<file path="src/rtl/heart_pkg.sv">
// Shared types and screen geometry for the heart-break animation.
// Helper functions clamp sprite columns so positions never wrap around.
package heart_pkg;

    typedef enum logic [1:0] {
        IDLE,
        CRACK,
        FALL,
        DONE
    } heart_state_e;

    localparam int SCREEN_W = 1280;
    localparam int SCREEN_H = 720;
    localparam int HALF_W   = 8;
    localparam int HALF_H   = 12;

    // One-bit-wider arithmetic, clamped at 0 or at the given limit.
    function automatic logic [10:0] sat_dec(input logic [10:0] value, input logic [11:0] step);
        return (step > {1'b0, value}) ? 11'd0 : 11'({1'b0, value} - step);
    endfunction

    function automatic logic [10:0] sat_inc(input logic [10:0] value, input logic [11:0] step,
                                            input logic [10:0] limit);
        logic [11:0] sum;
        sum = {1'b0, value} + step;
        return (sum > {1'b0, limit}) ? limit : sum[10:0];
    endfunction

endpackage

</file>
<file path="src/rtl/heart_fall_physics.sv">
// Vertical motion of the two heart halves: fall speed, clamped y and the floor-reached flag.
// Define HEART_BREAK_GRAVITY_EN to make the fall speed grow by 1 each frame up to MAX_VY.
module heart_fall_physics
    import heart_pkg::*;
#(
    parameter int MAX_VY  = 8,
    parameter int Y_LIMIT = SCREEN_H - HALF_H
) (
    input  logic       clk,
    input  logic       rst_n,
    input  logic       load,
    input  logic       step,
    input  logic [9:0] base_y,
    output logic [9:0] y,
    output logic       limit_hit
);

    localparam int          VY_W  = (MAX_VY > 1) ? $clog2(MAX_VY + 1) : 1;
    localparam logic [10:0] Y_LIM = 11'(Y_LIMIT);
`ifdef HEART_BREAK_GRAVITY_EN
    localparam logic [VY_W-1:0] VY_CAP = VY_W'(MAX_VY);
`endif

    logic [VY_W-1:0] vy;
    logic [10:0]     y_sum;

    // limit_hit covers both exact arrival and overshoot, so the sequencer can leave FALL on this frame
    assign y_sum     = {1'b0, y} + 11'(vy);
    assign limit_hit = (y_sum >= Y_LIM);

    always_ff @(posedge clk or negedge rst_n) begin
        if (!rst_n) begin
            y  <= '0;
            vy <= '0;
        end else if (load) begin
            y  <= base_y;
            vy <= VY_W'(1);
        end else if (step) begin
            y <= limit_hit ? Y_LIM[9:0] : y_sum[9:0];
`ifdef HEART_BREAK_GRAVITY_EN
            if (vy < VY_CAP) begin
                vy <= vy + 1'b1;
            end
`endif
        end
    end

endmodule

</file>
<file path="src/rtl/heart_break_sequencer.sv">
// Breaks a heart sprite into two halves: short cracked pause, then both halves drift apart and fall.
// Optional HEART_BREAK_GRAVITY_EN (see heart_fall_physics) accelerates the fall.
module heart_break_sequencer
    import heart_pkg::*;
#(
    parameter int CRACK_FRAMES = 8,
    parameter int H_STEP       = 1,
    parameter int MAX_VY       = 8,
    parameter int Y_LIMIT      = SCREEN_H - HALF_H,
    parameter int X_LIMIT      = SCREEN_W - HALF_W
) (
    input  logic        clk_in,
    input  logic        rst_n_in,
    input  logic        new_frame_in,
    input  logic        trigger_in,
    input  logic [10:0] base_x_in,
    input  logic [9:0]  base_y_in,
    output logic [10:0] left_x_out,
    output logic [10:0] right_x_out,
    output logic [9:0]  half_y_out,
    output logic        active_out,
    output logic        done_out
);

    localparam int               CNT_W    = (CRACK_FRAMES > 1) ? $clog2(CRACK_FRAMES) : 1;
    localparam logic [CNT_W-1:0] CNT_LAST = CNT_W'(CRACK_FRAMES - 1);
    localparam logic [10:0]      X_LIM    = 11'(X_LIMIT);
    localparam logic [11:0]      STEP_X   = 12'(H_STEP);
    localparam logic [11:0]      HALF_OFS = 12'(HALF_W);

    heart_state_e     state, state_next;
    logic [CNT_W-1:0] frame_cnt, frame_cnt_next;
    logic [10:0]      left_next, right_next;
    logic             crack_pending, crack_pending_next;
    logic             accept, fall_step, y_limit_hit;

    heart_fall_physics #(
        .MAX_VY  (MAX_VY),
        .Y_LIMIT (Y_LIMIT)
    ) u_physics (
        .clk       (clk_in),
        .rst_n     (rst_n_in),
        .load      (accept),
        .step      (fall_step),
        .base_y    (base_y_in),
        .y         (half_y_out),
        .limit_hit (y_limit_hit)
    );

    // crack_pending makes the one-pixel crack split happen on the first cycle spent in CRACK
    always_comb begin
        state_next         = state;
        frame_cnt_next     = frame_cnt;
        left_next          = left_x_out;
        right_next         = right_x_out;
        crack_pending_next = 1'b0;
        accept             = 1'b0;
        fall_step          = 1'b0;
        case (state)
            IDLE: begin
                if (trigger_in) begin
                    accept             = 1'b1;
                    left_next          = base_x_in;
                    right_next         = sat_inc(base_x_in, HALF_OFS, X_LIM);
                    frame_cnt_next     = '0;
                    crack_pending_next = 1'b1;
                    state_next         = CRACK;
                end
            end
            CRACK: begin
                if (crack_pending) begin
                    left_next  = sat_dec(left_x_out, 12'd1);
                    right_next = sat_inc(right_x_out, 12'd1, X_LIM);
                end
                if (new_frame_in) begin
                    if (frame_cnt == CNT_LAST) begin
                        state_next = FALL;
                    end else begin
                        frame_cnt_next = frame_cnt + 1'b1;
                    end
                end
            end
            FALL: begin
                if (new_frame_in) begin
                    fall_step  = 1'b1;
                    left_next  = sat_dec(left_x_out, STEP_X);
                    right_next = sat_inc(right_x_out, STEP_X, X_LIM);
                    if (y_limit_hit) begin
                        state_next = DONE;
                    end
                end
            end
            DONE: begin
                state_next = IDLE;
            end
            default: begin
                state_next = IDLE;
            end
        endcase
    end

    always_ff @(posedge clk_in or negedge rst_n_in) begin
        if (!rst_n_in) begin
            state         <= IDLE;
            frame_cnt     <= '0;
            crack_pending <= 1'b0;
            left_x_out    <= '0;
            right_x_out   <= '0;
            active_out    <= 1'b0;
            done_out      <= 1'b0;
        end else begin
            state         <= state_next;
            frame_cnt     <= frame_cnt_next;
            crack_pending <= crack_pending_next;
            left_x_out    <= left_next;
            right_x_out   <= right_next;
            active_out    <= (state_next == CRACK) || (state_next == FALL);
            done_out      <= (state_next == DONE);
        end
    end

endmodule
</file>
<file path="config.mk">
export PLATFORM = sky130hd
export DESIGN_NAME = heart_break_sequencer
export DESIGN_NICKNAME = d
export VERILOG_FILES = /design/src/rtl/heart_pkg.sv /design/src/rtl/heart_fall_physics.sv /design/src/rtl/heart_break_sequencer.sv
export SDC_FILE = /design/constraint.sdc
export NUM_CORES = 1
export LEC_CHECK = 0
export ABC_AREA = 1
export BUFFER_PORTS_ARGS = -buffer_cell sky130_fd_sc_hd__buf_2
export CORE_AREA = 2 2 82 84
export CTS_BUF_LIST = sky130_fd_sc_hd__clkbuf_8
export DETAILED_ROUTE_END_ITERATION = 7
export DIE_AREA = 0 0 84 86
export GPL_TIMING_DRIVEN = 1
export PLACE_DENSITY = 0.71
export RECOVER_POWER = 50
export SYNTH_ARGS = -nofsm -noshare
export SYNTH_HDL_FRONTEND = slang
export SYNTH_SLANG_ARGS = --single-unit
</file>
<file path="constraint.sdc">
create_clock -name clk_in -period 2.75 [get_ports clk_in]
set_clock_uncertainty 0.1 [all_clocks]
set_input_delay 0.55 -clock clk_in [delete_from_list [all_inputs] [get_ports clk_in]]
set_output_delay 0.55 -clock clk_in [all_outputs]
set_load 0.03 [all_outputs]
</file>
==> results.cfg <==
[pwr]
power.density_nw_per_um2 = 1190
vdd_ir_drop_max_uv = 829
leakagePower_nw = 1.84
p_sw_share_pct = 55.7
internal_power_w = 0.00185
p_seq_share_pct = 29.0
p_sw_w = 0.00232
clock_power_share_pct = 9.9
p_comb_share_pct = 61.1

[clock_network]
ctsResizeCount = 0
cts_max_level = 2
cts_hold_buf = 0
clkTransAtPathRegs_ns = 0.09
cts_buffers = 5
clock_path_buffers = 2
post_cts_buffers = 0
clock-sinks = 41
clock_latency_ns = 0.30
clock-root-buffer = clkbuf_8
cts_tree = yes

[global_route]
grt_max_degree = 23
grt_pass1_wl_um = 12900
antenna_found_initial = 0
grt_pass1_vias = 2833
grt_overflow = 0
grt_use_total_pct = 21.5

[die]
ios = 59
die_area_sq_um = 7220
placeableCoreArea_sq_um = 6280
rows = 29
die_y_um = 86
die_w_um = 84
initial_utilization_pct = 49.0

[critical_path]
crit_family = simple AND/OR/NAND/NOR gates
crit_buf_inv = 1
slowest_stage = dfrtp_1
crit_path_max_incr_delay_ns = 0.40
reg2reg_depth = 14
setup.worst_path.start = u_physics.y[0]
start_kind = flop
rrSetupSlack_ns = 0.45
worstSetupPathType = flop to flop
path_depth = 14
worstPathCellList = ha_1 -> ha_1 -> nand2_1 -> nor2_1 -> nand2_1 -> clkinv_1 -> nand3_1 -> nand2_1 -> nand2_2 -> nand2_4 -> nand2_4 -> nand2_2 -> a21oi_1 -> ha_1
cp_max_fo = 7
rr_startpoint = u_physics.y[0]
cp.arrival_ns = 2.38
critPathCaptureType = flop
crit_required_ns = 2.83
rr_endpoint = active_out

[placed_design]
gp_congestion = 0.901
port_buffers = 58
dp_hpwl_um = 5580

[routing]
drt_wl_total_um = 7230
drc = 0
antenna_left = 0
drt_iter0_drc = 206
wl_per_cell_um = 12.3
drt-pass1-iter-count = 4
num_vias = 3013
via_per_inst = 5.12

[hold_path]
hold_depth = 3
min_to = u_physics.y[5]
hold_class = primary input to flop
hold_start = base_y_in[5]

[logic_synthesis]
netlist_area_sq_um = 3080
ys_warn_count = 0
synth_area_per_cell_sq_um = 6.89
synthCells = 447
synth.net_count = 486
synth_cell_types = 35
synth_seq_cells = 41
seq_area_frac_synth_pct = 33.3

[timing]
slew_violations = 0
max_freq_mhz = 435
setup-tns-final_ns = 0
fin_hold_ws_ns = 0.379
rsz0062_at_grt = no
period_share_pct = 83.6
tightest_slew_ns = 1.24
relSlewSlack_pct = 17.5
post-route-min-period_ns = 2.30
hold_viol_final = 0
setup_violations = 0

[flow_run]
drv_cap = 0

[layout]
nNetsFinal = 549
synthToLayoutAreaGrowth_pct = 14.3
layout-drive-gt1-share_pct = 16.8
fin_util_pct = 56.1
register_area_sq_um = 1030
n_fill_cell = 630
diodes = 0
multi_input_area_sq_um = 1780

[run_status]
status = finished clean
## registers in the layout, indices dropped and copies added (netlist names)
signal         flops
active_out         1
crack_pending      1
done_out           1
frame_cnt          3
left_x_out        11
right_x_out       11
state              2
u_physics.vy       1
u_physics.y       10
## cell usage after synthesis, drive strengths merged
master  instances  share of area, %
a21oi          20               3.3
a22o            2              0.57
a22oi           6               1.5
a31oi           3              0.61
buf             4              0.81
clkinv          3              0.37
dfrtp          41                33
ha             14               5.7
inv            63               7.7
nand2         139                18
nand3          52               8.8
nand3b          3              0.73
nand4           8               1.6
nor2           40               6.1
nor3            4              0.98
o211ai          2              0.49
o21a            1              0.24
o21ai          23               4.0
o21bai          3              0.73
o22ai           3              0.61
or2             5               1.0
xnor2           1              0.28
xor2            7               2.2
## per-stage QoR
stage          setup WS, ns  std cells  power, W  cell area, sq um
6_report              0.450        588   0.00417              3520
3_3_place_gp          0.549        580   0.00376              3450
3_5_place_dp          0.474        580   0.00380              3450
4_1_cts               0.463        588   0.00422              3540
5_1_grt               0.252        588   0.00459              3520
2_1_floorplan         0.450        447   0.00313              3080
## cells in the final DEF (no fill, tap or decap), types with 3 or more instances in the layout
master,count
o21ai_1,5
clkbuf_8,5
nand2_2,9
nand2_4,3
nor2_4,3
clkbuf_1,18
o22ai_1,3
a22oi_1,6
ha_1,14
dfrtp_1,41
or2_2,4
nand3_1,50
clkinv_1,3
a21oi_1,20
nor2_1,31
inv_1,59
xor2_1,6
nand2_1,127
nor2_2,6
buf_2,40
a31oi_1,3
nand3b_1,3
inv_2,4
o21bai_1,3
nand4_1,8
o21ai_0,16
## logic make-up (layout without fill, tap and decap cells)
kind of cell               count (synthesis)  after routing  share of synthesized area [%]
and+or+nand+nor                          251            251                           37.6
buffers and inverters                     70            134                           8.86
adders and majority gates                 14             14                           5.69
xor gates and xnor gates                   8              8                           2.52
AOI/OAI and AO/OA                         63             63                           12.0
DFF                                       41             41                           33.3
## worst max-delay path by stage
stage | endpoint | slack (ns)
floorplan | active_out | 0.45
global placement | active_out | 0.55
detailed placement | active_out | 0.47
CTS | active_out | 0.46
global route | active_out | 0.25
finish | active_out | 0.45
## metal layers
metal / GRT usage (%) / wire, um / vias up
met5: 0 / 0 / -
met4: 5.28 / 78 / 0
met3: 3.18 / 353 / 9
met2: 35.3 / 3210 / 68
met1: 30.1 / 3590 / 1363
li1: - / - / 1573
## power by group through the flow
stage	clock, W	sequential (W)	combinational [W]
final	0.000415	0.00121	0.00255
after global routing	0.000445	0.00126	0.00288
after CTS	0.000425	0.00120	0.00259
after detailed placement	0	0.00121	0.00259
after global placement	0	0.00121	0.00255
after floorplan	0	0.00163	0.00150
## worst register-to-register path: stages (launching register included)
cell and delay (ns):
dfrtp_1 0.40, ha_1 0.24, ha_1 0.24, nand2_1 0.12
nor2_1 0.05, nand2_1 0.09, clkinv_1 0.11, nand3_1 0.08
nand2_1 0.08, nand2_2 0.09, nand2_4 0.08, nand2_4 0.09
nand2_2 0.06, a21oi_1 0.12, ha_1 0.24
## cell type report
| class | instances | share of cell area [%] |
|---|---|---|
| multi-input combinational | 336 | 50.6 |
| sequential | 41 | 29.2 |
| timing repair buffer | 60 | 7.96 |
| inverter | 66 | 7.04 |
| tap | 77 | 2.74 |
| clock buffer | 5 | 1.96 |
| clock inverter | 3 | 0.604 |
Power figures use the tool's default switching activity.
